## config.mk

```make
export PLATFORM = sky130hd
export DESIGN_NAME = div8_seq
export DESIGN_NICKNAME = d
export VERILOG_FILES = /design/src/rtl/div8_pkg.sv /design/src/rtl/ebsUfs.sv /design/src/rtl/div8_seq.sv
export SDC_FILE = /design/constraint.sdc
export NUM_CORES = 1
export LEC_CHECK = 0
export ABC_AREA = 1
export BUFFER_PORTS_ARGS = -buffer_cell sky130_fd_sc_hd__buf_2
export CAP_MARGIN = 20
export CORE_ASPECT_RATIO = 0.5
export CORE_MARGIN = 2
export CORE_UTILIZATION = 50
export CTS_CLUSTER_SIZE = 10
export DETAILED_ROUTE_END_ITERATION = 8
export PLACE_DENSITY_LB_ADDON = 0.12
export SYNTH_ARGS = -nofsm -noshare
export SYNTH_HDL_FRONTEND = slang
export SYNTH_SLANG_ARGS = --single-unit
```

## constraint.sdc

```tcl
create_clock -name clk -period 3.45 [get_ports clk]
set_input_delay 0.1725 -clock clk [delete_from_list [all_inputs] [get_ports clk]]
set_output_delay 0.1725 -clock clk [all_outputs]
set_load 0.01 [all_outputs]
```

## src/rtl/div8_pkg.sv

```systemverilog
// Shared constants for the sequential 8-bit divider: FSM encodings, iteration count,
// divide-by-zero quotient and the registered result bundle.
package div8_pkg;

   localparam logic [1:0] IDLE = 2'd0;
   localparam logic [1:0] RUN  = 2'd1;
   localparam logic [1:0] DONE = 2'd2;

   localparam int unsigned ITERS = 8;

   localparam logic [7:0] DBZ_QUOTIENT = 8'hFF;

   typedef struct packed {
      logic [7:0] quotient;
      logic [7:0] remainder;
      logic       div_by_zero;
   } div_result_t;

endpackage

```

## src/rtl/ebsUfs.sv

```systemverilog
// 8-bit ripple-borrow subtractor: diff = a - b, borrow_out = 1 when a < b.
module ebsUfs (
   input  logic [7:0] a,
   input  logic [7:0] b,
   output logic [7:0] diff,
   output logic       borrow_out
);

   always_comb begin
      logic bw;
      bw   = 1'b0;
      diff = '0;
      for (int i = 0; i < 8; i++) begin
         diff[i] = a[i] ^ b[i] ^ bw;
         bw      = (~a[i] & b[i]) | (~(a[i] ^ b[i]) & bw);
      end
      borrow_out = bw;
   end

endmodule

```

## src/rtl/div8_seq.sv

```systemverilog
// Sequential 8-bit unsigned restoring divider: one shift-subtract step per clock through
// the shared ebsUfs subtractor, results registered with a one-cycle done pulse.
module div8_seq #(
   parameter int unsigned WIDTH = 8,
   parameter int unsigned ITERS = div8_pkg::ITERS
) (
   input  logic             clk,
   input  logic             rst,
   input  logic             start,
   input  logic [WIDTH-1:0] dividend,
   input  logic [WIDTH-1:0] divisor,
   output logic             busy,
   output logic             done,
   output logic [WIDTH-1:0] quotient,
   output logic [WIDTH-1:0] remainder,
   output logic             div_by_zero
);

   import div8_pkg::*;

   if (WIDTH != 8 || ITERS != WIDTH) begin : g_bad_width
      $error("div8_seq: WIDTH and ITERS must both be 8 to match the ebsUfs subtractor");
   end

   logic [1:0]  state_q, state_d;
   logic [7:0]  r_q, r_d;
   logic [7:0]  q_q, q_d;
   logic [7:0]  d_q, d_d;
   logic [2:0]  cnt_q, cnt_d;
   div_result_t res_q, res_d;

   logic [7:0] shifted;
   logic [7:0] sub_diff;
   logic       sub_borrow;
   logic [7:0] r_step;
   logic [7:0] q_step;

   // R stays <= 127 before each shift, so the shifted remainder always fits in 8 bits.
   assign shifted = {r_q[6:0], q_q[7]};

   ebsUfs u_sub (
      .a          (shifted),
      .b          (d_q),
      .diff       (sub_diff),
      .borrow_out (sub_borrow)
   );

   assign r_step = sub_borrow ? shifted : sub_diff;
   assign q_step = {q_q[6:0], ~sub_borrow};

   always_comb begin
      state_d = state_q;
      r_d     = r_q;
      q_d     = q_q;
      d_d     = d_q;
      cnt_d   = cnt_q;
      res_d   = res_q;

      case (state_q)
         IDLE, DONE: begin
            if (start) begin
               q_d   = dividend;
               d_d   = divisor;
               r_d   = '0;
               cnt_d = '0;
               if (divisor == '0) begin
                  // No iterations: publish the saturated result right away.
                  state_d           = DONE;
                  res_d.quotient    = DBZ_QUOTIENT;
                  res_d.remainder   = dividend;
                  res_d.div_by_zero = 1'b1;
               end else begin
                  state_d = RUN;
               end
            end else begin
               state_d = IDLE;
            end
         end
         RUN: begin
            r_d   = r_step;
            q_d   = q_step;
            cnt_d = cnt_q + 3'd1;
            if (cnt_q == 3'(ITERS - 1)) begin
               state_d           = DONE;
               res_d.quotient    = q_step;
               res_d.remainder   = r_step;
               res_d.div_by_zero = 1'b0;
            end
         end
         default: state_d = IDLE;
      endcase
   end

   always_ff @(posedge clk) begin
      if (rst) begin
         state_q <= IDLE;
         r_q     <= '0;
         q_q     <= '0;
         d_q     <= '0;
         cnt_q   <= '0;
         res_q   <= '0;
      end else begin
         state_q <= state_d;
         r_q     <= r_d;
         q_q     <= q_d;
         d_q     <= d_d;
         cnt_q   <= cnt_d;
         res_q   <= res_d;
      end
   end

   assign busy        = (state_q == RUN);
   assign done        = (state_q == DONE);
   assign quotient    = res_q.quotient;
   assign remainder   = res_q.remainder;
   assign div_by_zero = res_q.div_by_zero;

endmodule

```

==> impl_metrics.toml, run 1 <==
[clock_network]
htree_num_levels = 2
clk_path_buf_depth = 2
path_clk_slew_ns = 0.09
clk_latency_ns = 0.30
cts-root-buf = "clkbuf_8"
cts_sinks = 45
cts_buffers = 5
cts_tree = "yes"

[worst_hold_path]
min_path_type = "in2reg"

[detailed_routing]
wl_per_cell_um = 13.4
ant_nets = 0
route.detailed.drc = 0
drtIter0Drc = 80
dr.pass1.iters = 4
via_per_inst = 5.05
drt_wl_total_um = 5340
vias = 2020

[timing]
setup_slack_ns = -0.162
slew_viol_final = 0
fin_worst_skew_ns = 0.00766
fin_crit_sh = 1.05
hold_ws_ns = 0.110
slew_headroom = 0.580
grt_setup_unrepaired = "true"
hold_viol_final = 0
max_freq_mhz = 277
tightest_slew_ns = 0.630
min_period_ns = 3.61
setup_viol = 12

[final_layout]
antenna_cells = 0
final_area_mm2 = 0.00266
num-nets-final = 371
final_layout_size_suffix_gt1_frac = 0.286
syn_to_final_growth_pct = 16.5

[logic_synthesis]
syn_area_per_cell_um2 = 7.47
synth_area_mm2 = 0.00228
yosys_warnings = 0
synth_top_area_share = 0.394
yosysTopAreaCell = "dfxtp_1"
synth.most_common_cell = "nand2_1"
synth_area_leaders = "dfxtp_1, nand2_1, nor2_1, fa_1, inv_1"
seq_area_frac_synth = 0.394
ys.flop_type = "dfxtp_1"
synth_edf_count = 0
netlist_top_cells_count = "nand2_1, dfxtp_1, nor2_1, inv_1, a21oi_1"
synthArstFlopShare = 0
synth_seq_cells = 45
syn-num-nets = 335
synth_cell_types = 26
syn-instance-count = 306

[worst_setup_path]
critPathRequiredTime_ns = 3.66
slowest_delay_ns = 0.35
critical_path.cell_chain = "inv_2 > ha_4 > inv_2 > fa_2 > inv_2 > fa_2 > fa_2 > fa_2 > fa_2 > fa_2 > inv_2 > fa_2 > clkinvlp_4 > nand2_1 > o21ai_1 > nand2_1 > nand2_1 > a21oi_1 > nor2_1"
cp_common_cell = "fa_2"
critPathLaunchType = "flop"
critPathBufInv = 5
crit_slowest_cell = "dfxtp_2"
ff2ff_setup_slack_ns = -0.16
end_kind = "flop"
worst_r2r_path_depth = 19
crit_path_end = "remainder[6]"
cp.arrival_ns = 3.82
crit_fanout = 7
timing.rr.start = "q_q[7]"
crit_start = "q_q[7]"
cp.depth = 19
reg2reg_to = "remainder[6]"
path_class = "reg2reg"
path_delay_family = "adder cells"

[grt]
grt_pass1_wl_um = 9170
grt_pass1_vias = 1986
grt_max_degree = 34
antenna_found_initial = 0
overflow = 0
grt_usage = 0.228

[die]
core-area_mm2 = 0.00440
initial_core_util = 0.519
fp.dieH_um = 51.8
die-area_mm2 = 0.00516
row_count = 17
die_width_um = 99.6
ioPinCount = 38

[place]
dpl_cell_area_mm2 = 0.00245
numPortBuffers = 37
place.gp.congestion = 0.802
dp_hpwl_um = 3590
pre_cts_ws_ns = -0.164

[pwr]
totalPowerFinal_mw = 1.22
leakagePower_nw = 1.29
power_per_cell_area_mw_per_mm2 = 458
peakVddDrop_mv = 0.218

[outcome]
violations = "negative setup slack"
status = "finished with violations"

[flow_run]
maxCapViolCount = 0
[flip-flops by register name, summed over array words and instances (netlist names)]
signal       count
d_q              8
r_q              7
cnt_q            3
remainder        8
q_q              8
div_by_zero      1
state_q          2
quotient         8
[power by group]
part           switching (mW)  leakage [nW]  total (mW)  internal [mW]
Combinational           0.143         0.869       0.239         0.0964
Clock                   0.184        0.0574       0.420          0.236
Sequential             0.0192         0.367       0.561          0.542
Total                   0.346          1.29        1.22          0.874
[through the flow]
| stage | util | TNS, ns | instances |
|---|---|---|---|
| 2_1_floorplan | - | -0.0108 | 306 |
| 3_3_place_gp | 0.556 | -0.445 | 388 |
| 3_5_place_dp | 0.556 | -1.34 | 388 |
| 4_1_cts | 0.594 | -0.499 | 399 |
| 5_1_grt | 0.605 | -3.00 | 400 |
| 6_report | 0.605 | -1.19 | 400 |
[final cells by class]
| type | instances | area (um2) |
|---|---|---|
| repair buffers | 43 | 234 |
| repair inverters | 1 | 7.51 |
| fillers | 407 | 1740 |
| multi-input cells | 211 | 1190 |
| clock inverters | 2 | 37.5 |
| flip-flops and latches | 45 | 902 |
| inverters | 35 | 141 |
| clock buffers | 6 | 82.6 |
| well taps | 57 | 71.3 |
[cell usage in the layout (no fill, tap or decap), drive strengths merged]
cell / instances
a21oi: 24
a31oi: 8
buf: 43
bufinv: 1
clkbuf: 6
clkinvlp: 2
dfxtp: 45
fa: 7
ha: 3
inv: 35
nand2: 93
nand3: 8
nand3b: 8
nor2: 45
o21ai: 15
[routing by layer]
layer  wire (um)  GRT usage
met5           0          0
met4          47     0.0548
met3         311     0.0497
met2        2320      0.372
met1        2660      0.312
[worst min-delay path by stage]
stage | startpoint | slack (ns) | to | cells past startpoint
detailed placement | divisor[5] | 0.42 | d_q[5] | 3
CTS | divisor[5] | 0.11 | d_q[5] | 3
global route | divisor[4] | 0.12 | d_q[4] | 3
finish | divisor[5] | 0.11 | d_q[5] | 3
floorplan | divisor[0] | 0.31 | d_q[0] | 2
global placement | divisor[4] | 0.41 | d_q[4] | 3
[worst register-to-register path, stage by stage, from the launching register on]
cell	delay, ns
dfxtp_2	0.35
inv_2	0.05
ha_4	0.15
inv_2	0.04
fa_2	0.18
inv_2	0.04
fa_2	0.33
fa_2	0.35
fa_2	0.34
fa_2	0.34
fa_2	0.34
inv_2	0.07
fa_2	0.28
clkinvlp_4	0.18
nand2_1	0.11
o21ai_1	0.07
nand2_1	0.09
nand2_1	0.06
a21oi_1	0.12
nor2_1	0.05
[what timing repair did]
item                                    4_1_cts  5_1_grt
resized for setup                            16       13
endpoints found under the setup margin       16       16
cloned                                        1        0
hold buffers                                  0        0
pin swaps                                     7        7
buffers inserted                              2        1
[cell families after synthesis]
kind of cell / count (synthesis) / share of synthesized area
simple gates: 154 / 0.300
buf+inv: 50 / 0.118
compound gates: 47 / 0.111
flops: 45 / 0.394
fa+ha+maj: 10 / 0.0778
Power figures use the tool's default switching activity.
==> run 2, diff against run 1 <==
--- a/config.mk
+++ b/config.mk
@@ -6,7 +6,7 @@
 export NUM_CORES = 1
 export LEC_CHECK = 0
 export ABC_AREA = 1
-export BUFFER_PORTS_ARGS = -buffer_cell sky130_fd_sc_hd__buf_2
+export BUFFER_PORTS_ARGS = -buffer_cell sky130_fd_sc_hd__buf_4
 export CAP_MARGIN = 20
 export CORE_ASPECT_RATIO = 0.5
 export CORE_MARGIN = 2
==> run 2 against run 1 <==
  * The run still ends with negative setup slack left
  * Final area rose by 0.80%
  * Final cell count fell by 0.50%
  * Utilization rose by 0.48 points
  * First-iteration DRC count rose by 73%
  * Clock power fell by 24%
  * Wire length fell by 2.4%
  * Flip-flop and latch count did not move
  * Setup slack improved by 0.084 ns
  * Fmax rose by 2.4%
  * Power fell by 9.9%
  * Die area did not move
==> impl_metrics.toml, run 2 (same netlist as run 1, synthesis figures left out) <==
[worst_hold_path]
hold_path_depth = 3
worstHoldEndpoint = "d_q[3]"
hp-start = "divisor[3]"
min_path_type = "in2reg"

[timing]
fin_worst_skew_ns = 0.00430
setup_viol = 2
slew_viol_final = 0
hold_viol_final = 0
grt_setup_unrepaired = "true"
fin_crit_sh = 1.02
hold_ws_ns = 0.101
min_period_ns = 3.53
slew_headroom = 0.596
setup_slack_ns = -0.0786
tightest_slew_ns = 0.605
max_freq_mhz = 283

[die]
core-area_mm2 = 0.00440
ioPinCount = 38
die-area_mm2 = 0.00516
fp.dieH_um = 51.8
die_width_um = 99.6
row_count = 17
initial_core_util = 0.519

[grt]
antenna_found_initial = 0
grt_pass1_vias = 1811
overflow = 0
grt_max_degree = 34
grt_pass1_wl_um = 8420
grt_usage = 0.213

[clock_network]
cts-root-buf = "clkbuf_8"
cts_sinks = 45
htree_num_levels = 2
clk_latency_ns = 0.30
path_clk_slew_ns = 0.08
clk_path_buf_depth = 2
holdBufCountCts = 0
cts_buffers = 5
cts_tree = "yes"

[worst_setup_path]
end_kind = "flop"
worst_r2r_path_depth = 19
slowest_delay_ns = 0.35
critPathRequiredTime_ns = 3.65
critical_path.cell_chain = "inv_2 > ha_4 > inv_2 > fa_2 > inv_2 > fa_2 > fa_2 > fa_2 > fa_2 > fa_2 > inv_2 > fa_2 > inv_6 > nand2_1 > o21ai_2 > nand2_1 > nand2_1 > a21oi_2 > nor2_1"
crit_slowest_cell = "fa_2"
path_class = "reg2reg"
crit_fanout = 15
ff2ff_setup_slack_ns = -0.08
critPathLaunchType = "flop"
reg2reg_to = "remainder[0]"
cp.arrival_ns = 3.73
timing.rr.start = "q_q[7]"
cp_common_cell = "fa_2"

[final_layout]
fill_cells = 426
num-nets-final = 369
syn_to_final_growth_pct = 17.5
antenna_cells = 0
finish.utilization = 0.610
final_common_cell = "nand2_1"
final_layout_size_suffix_gt1_frac = 0.258
final_cell_mix = "nand2_1, dfxtp_1, nor2_1, buf_4, inv_1"

[pwr]
power_per_cell_area_mw_per_mm2 = 410
leakagePower_nw = 1.28
peakVddDrop_mv = 0.176

[place]
place.gp.congestion = 0.837
dp_hpwl_um = 3480
pre_cts_ws_ns = -0.113
numPortBuffers = 37

[detailed_routing]
drt_wl_total_um = 5210
drtIter0Drc = 138
route.detailed.drc = 0
wl_per_cell_um = 13.1
vias = 1940
dr.pass1.iters = 4
via_per_inst = 4.87
ant_nets = 0

[outcome]
status = "finished with violations"
violations = "negative setup slack"

[flow_run]
maxCapViolCount = 0
## run 2: cell types whose count changed in the layout (fill, tap and decap cells not counted), sizes merged
cell      delta
buf          -1
bufinv       -1
clkbuf       +2
clkinvlp     -2
## run 2: final cells by class
type / count / area (um2) / share of cell area
multi-input combinational: 211 / 1170 / 0.436
sequential: 45 / 902 / 0.336
timing repair buffer: 42 / 315 / 0.117
inverter: 35 / 144 / 0.0536
clock buffer: 8 / 80.1 / 0.0298
tap: 57 / 71.3 / 0.0266
## run 2: critical path, delay by kind of cell, from the launching register on
kind	cells	cell delay, ns
AOI/OAI and AO/OA	2	0.21
adders and majority gates	8	2.29
buffers and inverters	5	0.27
DFF	1	0.34
and+or+nand+nor	4	0.34
## run 2: worst max path at each step
| stage | start | end | slack, ns | depth (start not counted) |
|---|---|---|---|---|
| floorplan | q_q[7] | remainder[5] | -0.01 | 20 |
| global placement | q_q[7] | remainder[2] | -0.09 | 19 |
| detailed placement | q_q[7] | remainder[2] | -0.11 | 19 |
| CTS | q_q[7] | remainder[3] | -0.01 | 18 |
| global route | q_q[7] | remainder[0] | -0.19 | 19 |
| finish | q_q[7] | remainder[0] | -0.08 | 19 |
## run 2: routing by layer
metal,vias to the layer above,wire [um],global-route usage
met3,4,319,0.0497
li1,1019,-,-
met5,-,0,0
met4,0,37,0.0571
met1,860,2640,0.300
met2,57,2220,0.332
## run 2: power by group
| group | leakage (nW) | switching [mW] | internal (mW) | total, mW |
|---|---|---|---|---|
| Sequential | 0.367 | 0.0187 | 0.542 | 0.560 |
| Clock | 0.0395 | 0.175 | 0.144 | 0.319 |
| Combinational | 0.874 | 0.131 | 0.0895 | 0.220 |
| Total | 1.28 | 0.324 | 0.775 | 1.10 |
## run 2: through the flow
stage	power, mW	cell area [um2]	instances	setup TNS (ns)
floorplan	0.718	2300	306	-0.0108
global placement	0.764	2550	389	-0.321
detailed placement	0.768	2550	389	-0.589
CTS	1.09	2660	397	-0.0222
global route	1.15	2680	398	-1.64
finish	1.10	2680	398	-0.131
## run 2: what timing repair did
item / in CTS / in global routing
endpoints found under the hold margin: 0 / 0
endpoints found under the setup margin: 16 / 16
buffers inserted: 0 / 1
pin swaps: 5 / 0
gates cloned: 0 / 0
resized for setup: 13 / 9
==> run 3, diff against run 2 <==
--- a/config.mk
+++ b/config.mk
@@ -9,8 +9,8 @@
 export BUFFER_PORTS_ARGS = -buffer_cell sky130_fd_sc_hd__buf_4
 export CAP_MARGIN = 20
 export CORE_ASPECT_RATIO = 0.5
-export CORE_MARGIN = 2
-export CORE_UTILIZATION = 50
+export CORE_MARGIN = 5
+export CORE_UTILIZATION = 40
 export CTS_CLUSTER_SIZE = 10
 export DETAILED_ROUTE_END_ITERATION = 8
 export PLACE_DENSITY_LB_ADDON = 0.12
==> run 3 against run 2 <==
  * The flow still finishes with violations (negative setup slack)
  * Register-to-register slack improved by 0.05 ns
  * Power rose by 21%
  * Clock skew rose by 0.0035 ns
  * Via count is 1.1% higher
  * Fmax increased by 1.5%
  * Die area is 44% higher
  * Wire length increased by 7.2%
  * Critical path depth down 1
  * Largest cell class unchanged
==> impl_metrics.toml, run 3 (same netlist as run 1, synthesis figures left out) <==
[pwr]
leakagePower_nw = 1.32
peakVddDrop_mv = 0.225
power_per_cell_area_mw_per_mm2 = 477
totalPowerFinal_mw = 1.33

[final_layout]
multi_input_area_mm2 = 0.00117
layout.area.seq_um2 = 902
final_common_cell = "nand2_1"
instances_no_fill = 413
fill_cells = 530
num-nets-final = 368
antenna_cells = 0
finish.utilization = 0.505
syn_to_final_growth_pct = 21.8
final_layout_size_suffix_gt1_frac = 0.262
final_area_mm2 = 0.00278
final_cell_mix = "nand2_1, dfxtp_1, nor2_1, buf_4, inv_1"

[timing]
grt_setup_unrepaired = "true"
hold_ws_ns = 0.123
fin_worst_skew_ns = 0.00776
min_period_ns = 3.48
slew_viol_final = 0
hold_viol_final = 0
tightest_slew_ns = 0.650
setup_viol = 6
fin_crit_sh = 1.01
slew_headroom = 0.566
setup_slack_ns = -0.0277
max_freq_mhz = 288

[die]
initial_core_util = 0.414
core-area_mm2 = 0.00552
fp.dieH_um = 63.4
die_width_um = 117
ioPinCount = 38
die-area_mm2 = 0.00741
row_count = 19

[place]
dpl_cell_area_mm2 = 0.00256
place.gp.congestion = 0.758
dp_hpwl_um = 3890
numPortBuffers = 37
dp.cells = 404

[grt]
grt_max_degree = 34
antenna_found_initial = 0
grt_usage = 0.158
grt_pass1_vias = 1899
overflow = 0
grt_pass1_wl_um = 9240

[detailed_routing]
wl_per_cell_um = 13.5
drtIter0Drc = 108
vias = 1962
route.detailed.drc = 0
drt_wl_total_um = 5590
ant_nets = 0
via_per_inst = 4.75
dr.pass1.iters = 5

[flow_run]
maxCapViolCount = 0

[worst_setup_path]
path_class = "reg2reg"
end_kind = "flop"
cp_common_cell = "fa_2"
critPathBufInv = 4
crit_slowest_cell = "fa_2"
cp.arrival_ns = 3.66
critical_path.cell_chain = "inv_2 > ha_4 > inv_2 > fa_2 > inv_2 > fa_2 > fa_2 > fa_2 > fa_2 > fa_2 > inv_2 > fa_2 > nand2_1 > nand2_1 > nand2_1 > nand2_1 > a21oi_2 > nor2_1"
path_delay_family = "adder cells"
critPathRequiredTime_ns = 3.63
slowest_delay_ns = 0.42
critPathLaunchType = "flop"
crit_fanout = 2

[outcome]
violations = "negative setup slack"
status = "finished with violations"

[clock_network]
cts_buffers = 5
cts-root-buf = "clkbuf_16"
htree_num_levels = 2
clk_path_buf_depth = 2
cts_sinks = 45
clk_latency_ns = 0.29
holdBufCountCts = 0
path_clk_slew_ns = 0.06
cts_tree = "yes"

[worst_hold_path]
min_path_type = "in2reg"
run 3: changes by cell type in the layout (fill, tap and decap cells not counted), sizes merged:
cell and change:
clkbuf -2, buf -1, bufinv +1, clkinv +1
run 3: stage by stage:
| step | worst slack [ns] | setup TNS [ns] |
|---|---|---|
| floorplan | -0.0108 | -0.0108 |
| global placement | -0.117 | -0.624 |
| detailed placement | -0.232 | -1.89 |
| CTS | -0.0677 | -0.118 |
| global route | -0.179 | -1.73 |
| finish | -0.0277 | -0.0453 |
run 3: per-layer routing:
metal / vias up / wire length, um / GRT usage / part of all wire
li1: 1020 / - / - / -
met1: 896 / 2880 / 0.229 / 0.52
met2: 39 / 2340 / 0.232 / 0.42
met3: 7 / 304 / 0.0402 / 0.054
met4: 0 / 60 / 0.0415 / 0.011
met5: - / 0 / 0 / 0
run 3: timing repair:
action,CTS,global route
gates resized for setup,16,7
setup buffers,1,0
hold endpoints to repair,0,0
pin swaps,1,5
endpoints found under the setup margin,16,15
run 3: area by class of cell:
cell class | count | area share
tap | 73 | 0.0328
inverter | 35 | 0.0517
timing repair buffer | 41 | 0.111
sequential | 45 | 0.324
clock inverter | 2 | 0.0139
clock buffer | 6 | 0.0463
multi-input combinational | 211 | 0.420
run 3: path summary, 6_finish.rpt:
check	from	cells past startpoint	slack [ns]	endpoint
worst min-delay path	divisor[3]	3	0.12	d_q[3]
worst min register to register	div_by_zero	2	0.47	div_by_zero
worst max register to register	q_q[7]	18	-0.03	remainder[7]
worst max-delay path	q_q[7]	18	-0.03	remainder[7]
run 3: worst min-delay path, cell delays in order:
cell and delay (ns):
buf_4 0.08, nor2_1 0.04, nor2_1 0.08
run 3: power breakdown:
part	switching (mW)	total, mW	leakage, nW	internal [mW]
registers	0.0190	0.561	0.367	0.542
logic	0.130	0.219	0.868	0.0889
clock network	0.204	0.547	0.0810	0.343
